$ cat config.mk
export PLATFORM = sky130hd
export DESIGN_NAME = seg_display_driver
export DESIGN_NICKNAME = d
export VERILOG_FILES = /design/src/rtl/seg_display_driver_pkg.sv /design/src/rtl/seg_display_driver_bin2bcd_seq.sv /design/src/rtl/seg_display_driver.sv
export SDC_FILE = /design/constraint.sdc
export NUM_CORES = 1
export LEC_CHECK = 0
export BUFFER_PORTS_ARGS = -buffer_cell sky130_fd_sc_hd__clkbuf_2
export CORE_UTILIZATION = 50
export DETAILED_ROUTE_END_ITERATION = 6
export PLACE_DENSITY = 0.71
export SYNTH_ARGS = -nofsm -noshare
export SYNTH_HDL_FRONTEND = slang
export SYNTH_HIERARCHICAL = 1
export SYNTH_SLANG_ARGS = --single-unit
export TNS_END_PERCENT = 5
$ cat constraint.sdc
create_clock -name clk -period 5.1 [get_ports clk]
set_input_delay 0.51 -clock clk [delete_from_list [all_inputs] [get_ports clk]]
set_output_delay 0.51 -clock clk [all_outputs]
set_load 0.02 [all_outputs]
$ cat src/rtl/seg_display_driver_pkg.sv
// -----------------------------------------------------------------------------
// seg_display_driver_pkg
//   Shared constants and helpers for the seven-segment display driver.
//   - NUM_DIGITS / BIN_W / BCD_W : geometry of the display and the converter
//   - SEG_0..SEG_9, SEG_BLANK    : active-low segment patterns, dp off,
//                                  bit order [0]=a .. [6]=g, [7]=dp
//   - conv_state_e               : converter FSM state (exported for debug)
//   - seg_decode()               : BCD nibble -> segment pattern
//   - bcd_add3()                 : double-dabble "add 3 to every nibble >= 5"
// -----------------------------------------------------------------------------
package seg_display_driver_pkg;

  localparam int NUM_DIGITS = 8;
  localparam int BIN_W      = 24;
  localparam int BCD_W      = 32;

  localparam logic [7:0] SEG_0     = 8'hC0;
  localparam logic [7:0] SEG_1     = 8'hF9;
  localparam logic [7:0] SEG_2     = 8'hA4;
  localparam logic [7:0] SEG_3     = 8'hB0;
  localparam logic [7:0] SEG_4     = 8'h99;
  localparam logic [7:0] SEG_5     = 8'h92;
  localparam logic [7:0] SEG_6     = 8'h82;
  localparam logic [7:0] SEG_7     = 8'hF8;
  localparam logic [7:0] SEG_8     = 8'h80;
  localparam logic [7:0] SEG_9     = 8'h90;
  localparam logic [7:0] SEG_BLANK = 8'hFF;

  typedef enum logic [0:0] {
    CONV_IDLE  = 1'b0,
    CONV_SHIFT = 1'b1
  } conv_state_e;

  // Nibbles 10..15 never come out of a correct BCD conversion; show them
  // blank rather than inventing a glyph.
  function automatic logic [7:0] seg_decode(input logic [3:0] digit);
    logic [7:0] pat;
    case (digit)
      4'd0:    pat = SEG_0;
      4'd1:    pat = SEG_1;
      4'd2:    pat = SEG_2;
      4'd3:    pat = SEG_3;
      4'd4:    pat = SEG_4;
      4'd5:    pat = SEG_5;
      4'd6:    pat = SEG_6;
      4'd7:    pat = SEG_7;
      4'd8:    pat = SEG_8;
      4'd9:    pat = SEG_9;
      default: pat = SEG_BLANK;
    endcase
    return pat;
  endfunction

  function automatic logic [BCD_W-1:0] bcd_add3(input logic [BCD_W-1:0] bcd);
    logic [BCD_W-1:0] res;
    res = bcd;
    for (int i = 0; i < BCD_W / 4; i++) begin
      if (bcd[4*i +: 4] >= 4'd5) begin
        res[4*i +: 4] = bcd[4*i +: 4] + 4'd3;
      end
    end
    return res;
  endfunction

endpackage

$ cat src/rtl/seg_display_driver_bin2bcd_seq.sv
// -----------------------------------------------------------------------------
// bin2bcd_seq
//   Sequential double-dabble converter: one iteration per clock, BIN_W
//   iterations per conversion.
//
//   Ports:
//     clk, rst   : clock, synchronous active-high reset
//     start      : request a conversion of `value` (honoured only when idle)
//     value      : unsigned binary input, BIN_W bits
//     busy       : high from the cycle after start until the result is out
//     done       : one-cycle pulse on the final iteration
//     bcd        : BCD result, valid only while done=1
//     state_dbg  : current FSM state
//
//   Handshake: start is a request sampled on a rising edge while the FSM is
//   idle; it is ignored while busy (there is no ready/back-pressure, the
//   caller re-evaluates start when busy drops). done/bcd form a one-cycle
//   valid strobe with no ready: the consumer must capture bcd on that edge.
// -----------------------------------------------------------------------------
module bin2bcd_seq
  import seg_display_driver_pkg::*;
(
  input  logic              clk,
  input  logic              rst,
  input  logic              start,
  input  logic [BIN_W-1:0]  value,
  output logic              busy,
  output logic              done,
  output logic [BCD_W-1:0]  bcd,
  output conv_state_e       state_dbg
);

  localparam logic [4:0] LAST_STEP = 5'(BIN_W - 1);

  conv_state_e             state_q, state_d;
  logic [BCD_W-1:0]        bcd_q, bcd_d;
  logic [BIN_W-1:0]        bin_q, bin_d;
  logic [4:0]              step_q, step_d;
  logic [BCD_W+BIN_W-1:0]  shifted;

  // One double-dabble iteration on the current shift register contents.
  always_comb begin
    shifted = {bcd_add3(bcd_q), bin_q} << 1;
  end

  always_comb begin
    state_d = state_q;
    bcd_d   = bcd_q;
    bin_d   = bin_q;
    step_d  = step_q;
    done    = 1'b0;
    case (state_q)
      CONV_IDLE: begin
        if (start) begin
          bcd_d   = '0;
          bin_d   = value;
          step_d  = '0;
          state_d = CONV_SHIFT;
        end
      end
      CONV_SHIFT: begin
        bcd_d  = shifted[BCD_W+BIN_W-1:BIN_W];
        bin_d  = shifted[BIN_W-1:0];
        step_d = step_q + 5'd1;
        // The last iteration's result is handed out combinationally so the
        // consumer latches it on the same edge busy drops.
        if (step_q == LAST_STEP) begin
          done    = 1'b1;
          state_d = CONV_IDLE;
        end
      end
      default: begin
        state_d = CONV_IDLE;
      end
    endcase
  end

  always_ff @(posedge clk) begin
    if (rst) begin
      state_q <= CONV_IDLE;
      bcd_q   <= '0;
      bin_q   <= '0;
      step_q  <= '0;
    end else begin
      state_q <= state_d;
      bcd_q   <= bcd_d;
      bin_q   <= bin_d;
      step_q  <= step_d;
    end
  end

  assign busy      = (state_q == CONV_SHIFT);
  assign bcd       = shifted[BCD_W+BIN_W-1:BIN_W];
  assign state_dbg = state_q;

endmodule

$ cat src/rtl/seg_display_driver.sv
// -----------------------------------------------------------------------------
// seg_display_driver
//   Shows a 24-bit unsigned value in decimal on an 8-digit common-anode
//   seven-segment display. A new value is converted to BCD by bin2bcd_seq;
//   the finished BCD word is copied into digit_reg in one step, so the scan
//   never shows a half-converted number. Digits are scanned one slot per
//   SCAN_DIV clocks, with optional leading-zero blanking and blinking.
//
//   Parameters:
//     SCAN_DIV      : clocks per digit slot
//     BLINK_DIV     : clocks per blink half-period
//     BLANK_LEADING : 1 = blank leading zeros, 0 = show all digits
//
//   Ports:
//     clk, rst   : clock, synchronous active-high reset
//     seg_value  : value to display (unsigned, 24 bits)
//     blink      : level, 1 = flash the display
//     seg_an     : digit enables, active-low, bit 0 = rightmost digit
//     seg_out    : segments, active-low, [0]=a .. [6]=g, [7]=dp
//     conv_busy  : a conversion is in progress
// -----------------------------------------------------------------------------
module seg_display_driver
  import seg_display_driver_pkg::*;
#(
  parameter int SCAN_DIV      = 100_000,
  parameter int BLINK_DIV     = 25_000_000,
  parameter int BLANK_LEADING = 1
) (
  input  logic              clk,
  input  logic              rst,
  input  logic [BIN_W-1:0]  seg_value,
  input  logic              blink,
  output logic [7:0]        seg_an,
  output logic [7:0]        seg_out,
  output logic              conv_busy
);

  localparam int SCAN_W  = (SCAN_DIV  > 1) ? $clog2(SCAN_DIV)  : 1;
  localparam int BLINK_W = (BLINK_DIV > 1) ? $clog2(BLINK_DIV) : 1;
  localparam logic [SCAN_W-1:0]  SCAN_LAST  = SCAN_W'(SCAN_DIV - 1);
  localparam logic [BLINK_W-1:0] BLINK_LAST = BLINK_W'(BLINK_DIV - 1);

  // Conversion control
  logic [BIN_W-1:0]  last_value;
  logic [BCD_W-1:0]  digit_reg;
  logic              conv_start;
  logic              conv_done;
  logic [BCD_W-1:0]  conv_bcd;
  conv_state_e       conv_state;

  // Scan / blink
  logic [SCAN_W-1:0]     scan_cnt;
  logic [2:0]            scan_idx;
  logic [BLINK_W-1:0]    blink_cnt;
  logic                  blink_phase;

  // Next output values
  logic [NUM_DIGITS-1:0] blank_vec;
  logic [3:0]            cur_digit;
  logic [7:0]            seg_an_d;
  logic [7:0]            seg_out_d;

  // A change is only looked at while the converter is idle; anything that
  // arrives mid-conversion is picked up on the first idle cycle because
  // last_value still holds the value being converted.
  assign conv_start = (conv_state == CONV_IDLE) && (seg_value != last_value);

  bin2bcd_seq u_bin2bcd (
    .clk       (clk),
    .rst       (rst),
    .start     (conv_start),
    .value     (seg_value),
    .busy      (conv_busy),
    .done      (conv_done),
    .bcd       (conv_bcd),
    .state_dbg (conv_state)
  );

  // Digit i (i >= 1) is a leading zero when it and every digit above it is
  // zero. Digit 0 is never blanked so a value of 0 still shows "0".
  always_comb begin
    logic all_zero;
    all_zero  = 1'b1;
    blank_vec = '0;
    for (int i = NUM_DIGITS - 1; i >= 1; i--) begin
      all_zero     = all_zero && (digit_reg[4*i +: 4] == 4'd0);
      blank_vec[i] = (BLANK_LEADING != 0) && all_zero;
    end
  end

  always_comb begin
    cur_digit = digit_reg[{scan_idx, 2'b00} +: 4];
    seg_out_d = blank_vec[scan_idx] ? SEG_BLANK : seg_decode(cur_digit);
    // Blink only gates the anodes; blanked digits still get their anode.
    if (blink && blink_phase) begin
      seg_an_d = 8'hFF;
    end else begin
      seg_an_d = ~(8'b0000_0001 << scan_idx);
    end
  end

  always_ff @(posedge clk) begin
    if (rst) begin
      last_value  <= '0;
      digit_reg   <= '0;
      scan_cnt    <= '0;
      scan_idx    <= '0;
      blink_cnt   <= '0;
      blink_phase <= 1'b0;
      seg_an      <= 8'hFF;
      seg_out     <= 8'hFF;
    end else begin
      if (conv_start) begin
        last_value <= seg_value;
      end
      if (conv_done) begin
        digit_reg <= conv_bcd;
      end

      if (scan_cnt == SCAN_LAST) begin
        scan_cnt <= '0;
        scan_idx <= scan_idx + 3'd1;
      end else begin
        scan_cnt <= scan_cnt + SCAN_W'(1);
      end

      if (blink_cnt == BLINK_LAST) begin
        blink_cnt   <= '0;
        blink_phase <= ~blink_phase;
      end else begin
        blink_cnt <= blink_cnt + BLINK_W'(1);
      end

      // Registered from the current index and digits, so a digit update and
      // a scan step on the same edge are both visible together next cycle.
      seg_an  <= seg_an_d;
      seg_out <= seg_out_d;
    end
  end

endmodule

==> run_results.csv <==
group,metric,value,unit
setup_path,crit_slowest_cell,"dfxtp_1",
synthesis,netlist.area_leader.share,40.9,%
die,row_count,48,
route,highest_layer,"met4",
synthesis,yosysMostFrequentCell,"dfxtp_1",
placement,hpwl,11000,um
cts,cts-resized-gates,0,
power,power,2.98,mW
grt,grt.overflow.total,0,
timing,rsz0062_at_grt,"no",
timing,hold_slack,354,ps
route,drtAntennaViolNets,0,
timing,final_max_slew_viol_count,0,
synthesis,synth_common_cells,"dfxtp_1 (179), nor2_1 (146), mux2i_1 (93), nand2b_1 (66), xnor2_1 (47)",
setup_path,path_class,"flip-flop to flip-flop",
placement,preCtsSetupSlack,2210,ps
timing,setup-violations-final,0,
setup_path,crit_family,"multiplexers",
route,via_per_inst,5.22,
setup_path,worstSetupStartpoint,"scan_idx[0]",
synthesis,syn_area,0.00876,mm2
route,drt_iter0_drc,302,
cts,clock-root-buffer,"clkbuf_16",
cts,cts_hold_buf,0,
synthesis,synth_compound_area_share,7.67,%
setup_path,crit_required,5400,ps
route,via_count,6204,
route,drc,0,
route,wl_met2,7400,um
placement,dpl-instance-area,0.00902,mm2
timing,slew_headroom,27.5,%
placement,dp.cells,1157,
timing,skew,11.2,ps
route,met1Wirelength,8030,um
grt,grt_pass1_wl,27900,um
grt,grt_max_degree,75,
grt,antenna_found_initial,0,
setup_path,r2r-start,"scan_idx[0]",
die,start_util,51.0,%
die,die_w,134,um
grt,grt_util_all_layers,19.2,%
placement,portBuffers,42,
synthesis,syn_nets,992,
synthesis,syn_avg_cell_area,9.37,um2
power,vdd_drop_max,246,uV
timing,fin_crit_sh,54.2,%
power,cellPowerDensity,310,mW/mm2
cts,numCtsBuffers,17,
cts,clock_latency,440,ps
setup_path,worstSetupStartpointType,"flip-flop",
synthesis,synth_top_area_cell,"dfxtp_1",
setup_path,path_cells,"mux4_2 > mux2i_1 > inv_1 > ha_1 > mux2_2 > o21ai_0 > nand3b_1",
route,dr.pass1.iters,4,
route,wl_met3,635,um
synthesis,ys_ff_latch,179,
setup_path,arrival,3060,ps
synthesis,synth-simple-area-share,21.6,%
timing,hold_violations,0,
die,dieArea,0.0181,mm2
cts,cts.sinks,179,
synthesis,synthArstFlopShare,0,%
synthesis,ys_seq_area_share,40.9,%
synthesis,synthMuxAreaShare,13.6,%
synthesis,synthFlopType,"dfxtp_1",
cts,clockBufferDepth,2,
cts,clk_pin_slew,70,ps
grt,grt_pass1_vias,5930,
synthesis,synth_top_family_by_area,"simple AND/OR/NAND/NOR gates",
placement,place.gp.congestion,0.791,
synthesis,yosys.cell_types.count,55,
route,routed_wl,16200,um
timing,setup_tns,0,ps
synthesis,synth-edff-count,0,
min_path,hold_class,"input port to flip-flop",
synthesis,syn_inst,935,
setup_path,crit_buf_inv,1,
final_layout,nets,1008,
final_layout,instances_no_fill,1189,
setup_path,crit_path_end_kind,"flip-flop",
final_layout,fin_area,0.00962,mm2
synthesis,synthAdderAreaFrac,4.28,%
timing,fin_crit,2760,ps
setup_path,worstPathMaxFanout,14,
timing,tightest_slew,1080,ps
min_path,min_from,"seg_value[9]",
synthesis,ys_warn_count,13,
synthesis,synthTopCellsByArea,"dfxtp_1 (41%), mux2i_1 (11%), nor2_1 (6.3%)",
die,coreArea,0.0172,mm2
timing,fin_ws,2340,ps
outcome,status,"complete, no violations",
setup_path,slowest_delay,810,ps
cts,htree_levels,4,
cts,post_cts_buffers,0,
power,p_leak,3.75,nW
timing,fmax,0.362,GHz
final_layout,area_delta_synth_final,9.74,%
final_layout,drive_gt1_share,12.6,%
cts,cts_tree,"done",
final_layout,antennaDiodeCount,0,
die,die_height,134,um
synthesis,synth_xor_area_share,7.40,%
route,wl_per_cell,13.7,um
final_layout,final_util,56.0,%
job,maxCapViolCount,0,
die,io_pins,44,
-- worst min-delay path: stages --
cell and delay, ps:
clkbuf_2 100, nand2b_1 70, mux2i_1 60
-- placed cells by master, fill, tap and decap left out, drive strengths merged, types with 2 or more instances in the layout --
cell and count:
dfxtp 179, nand3b 7, nor3 12, mux4 8, or2 2, nand4 16
nand2 36, mux2i 95, xnor2 47, bufinv 2, a211oi 4, a22o 23
ha 30, clkinv 4, nand3 23, or2b 5, or4 3, and3 5
nor3b 11, mux2 4, xor2 27, nand2b 66, nor4 14, clkbuf 58
a21oi 47, and2 2, inv 37, nor4b 3, clkinvlp 2, buf 5
nor2 148, o21ai 31, and4 2
-- report_power, final --
part / switching, mW / internal (mW)
clock: 0.585 / 0.738
sequential: 0.0327 / 1.43
combinational: 0.113 / 0.0816
-- final cells by class --
type,count,area [um2]
fill,1537,7560
multi-input combinational,677,4800
sequential,179,3580
clock buffer,17,425
tap,225,282
timing repair buffer,46,243
clock inverter,15,173
inverter,30,113
-- routing by layer --
layer	global-route usage, %	up-vias
met3	3.85	14
li1	-	3216
met1	25.6	2892
met5	0	-
met4	6.93	0
met2	30.7	82
-- cells by family (layout without fill, tap and decap cells) --
family                     after synthesis  count (layout)
buffers and inverters                   79             108
AOI/OAI and AO/OA                      107             107
adders and majority gates               30              30
xor gates and xnor gates                74              74
DFF                                    179             179
muxes                                  107             107
and+or+nand+nor                        358             358
other                                    1               1
-- path summary, 6_finish.rpt --
| kind | endpoint | slack, ps | cells past startpoint |
|---|---|---|---|
| min | last_value[9] | 350 | 3 |
| min reg2reg | scan_cnt[0] | 450 | 1 |
| max | seg_out[0] | 2340 | 7 |
| max reg2reg | seg_out[0] | 2340 | 7 |
Note: power is estimated with default switching activity, not from simulation.
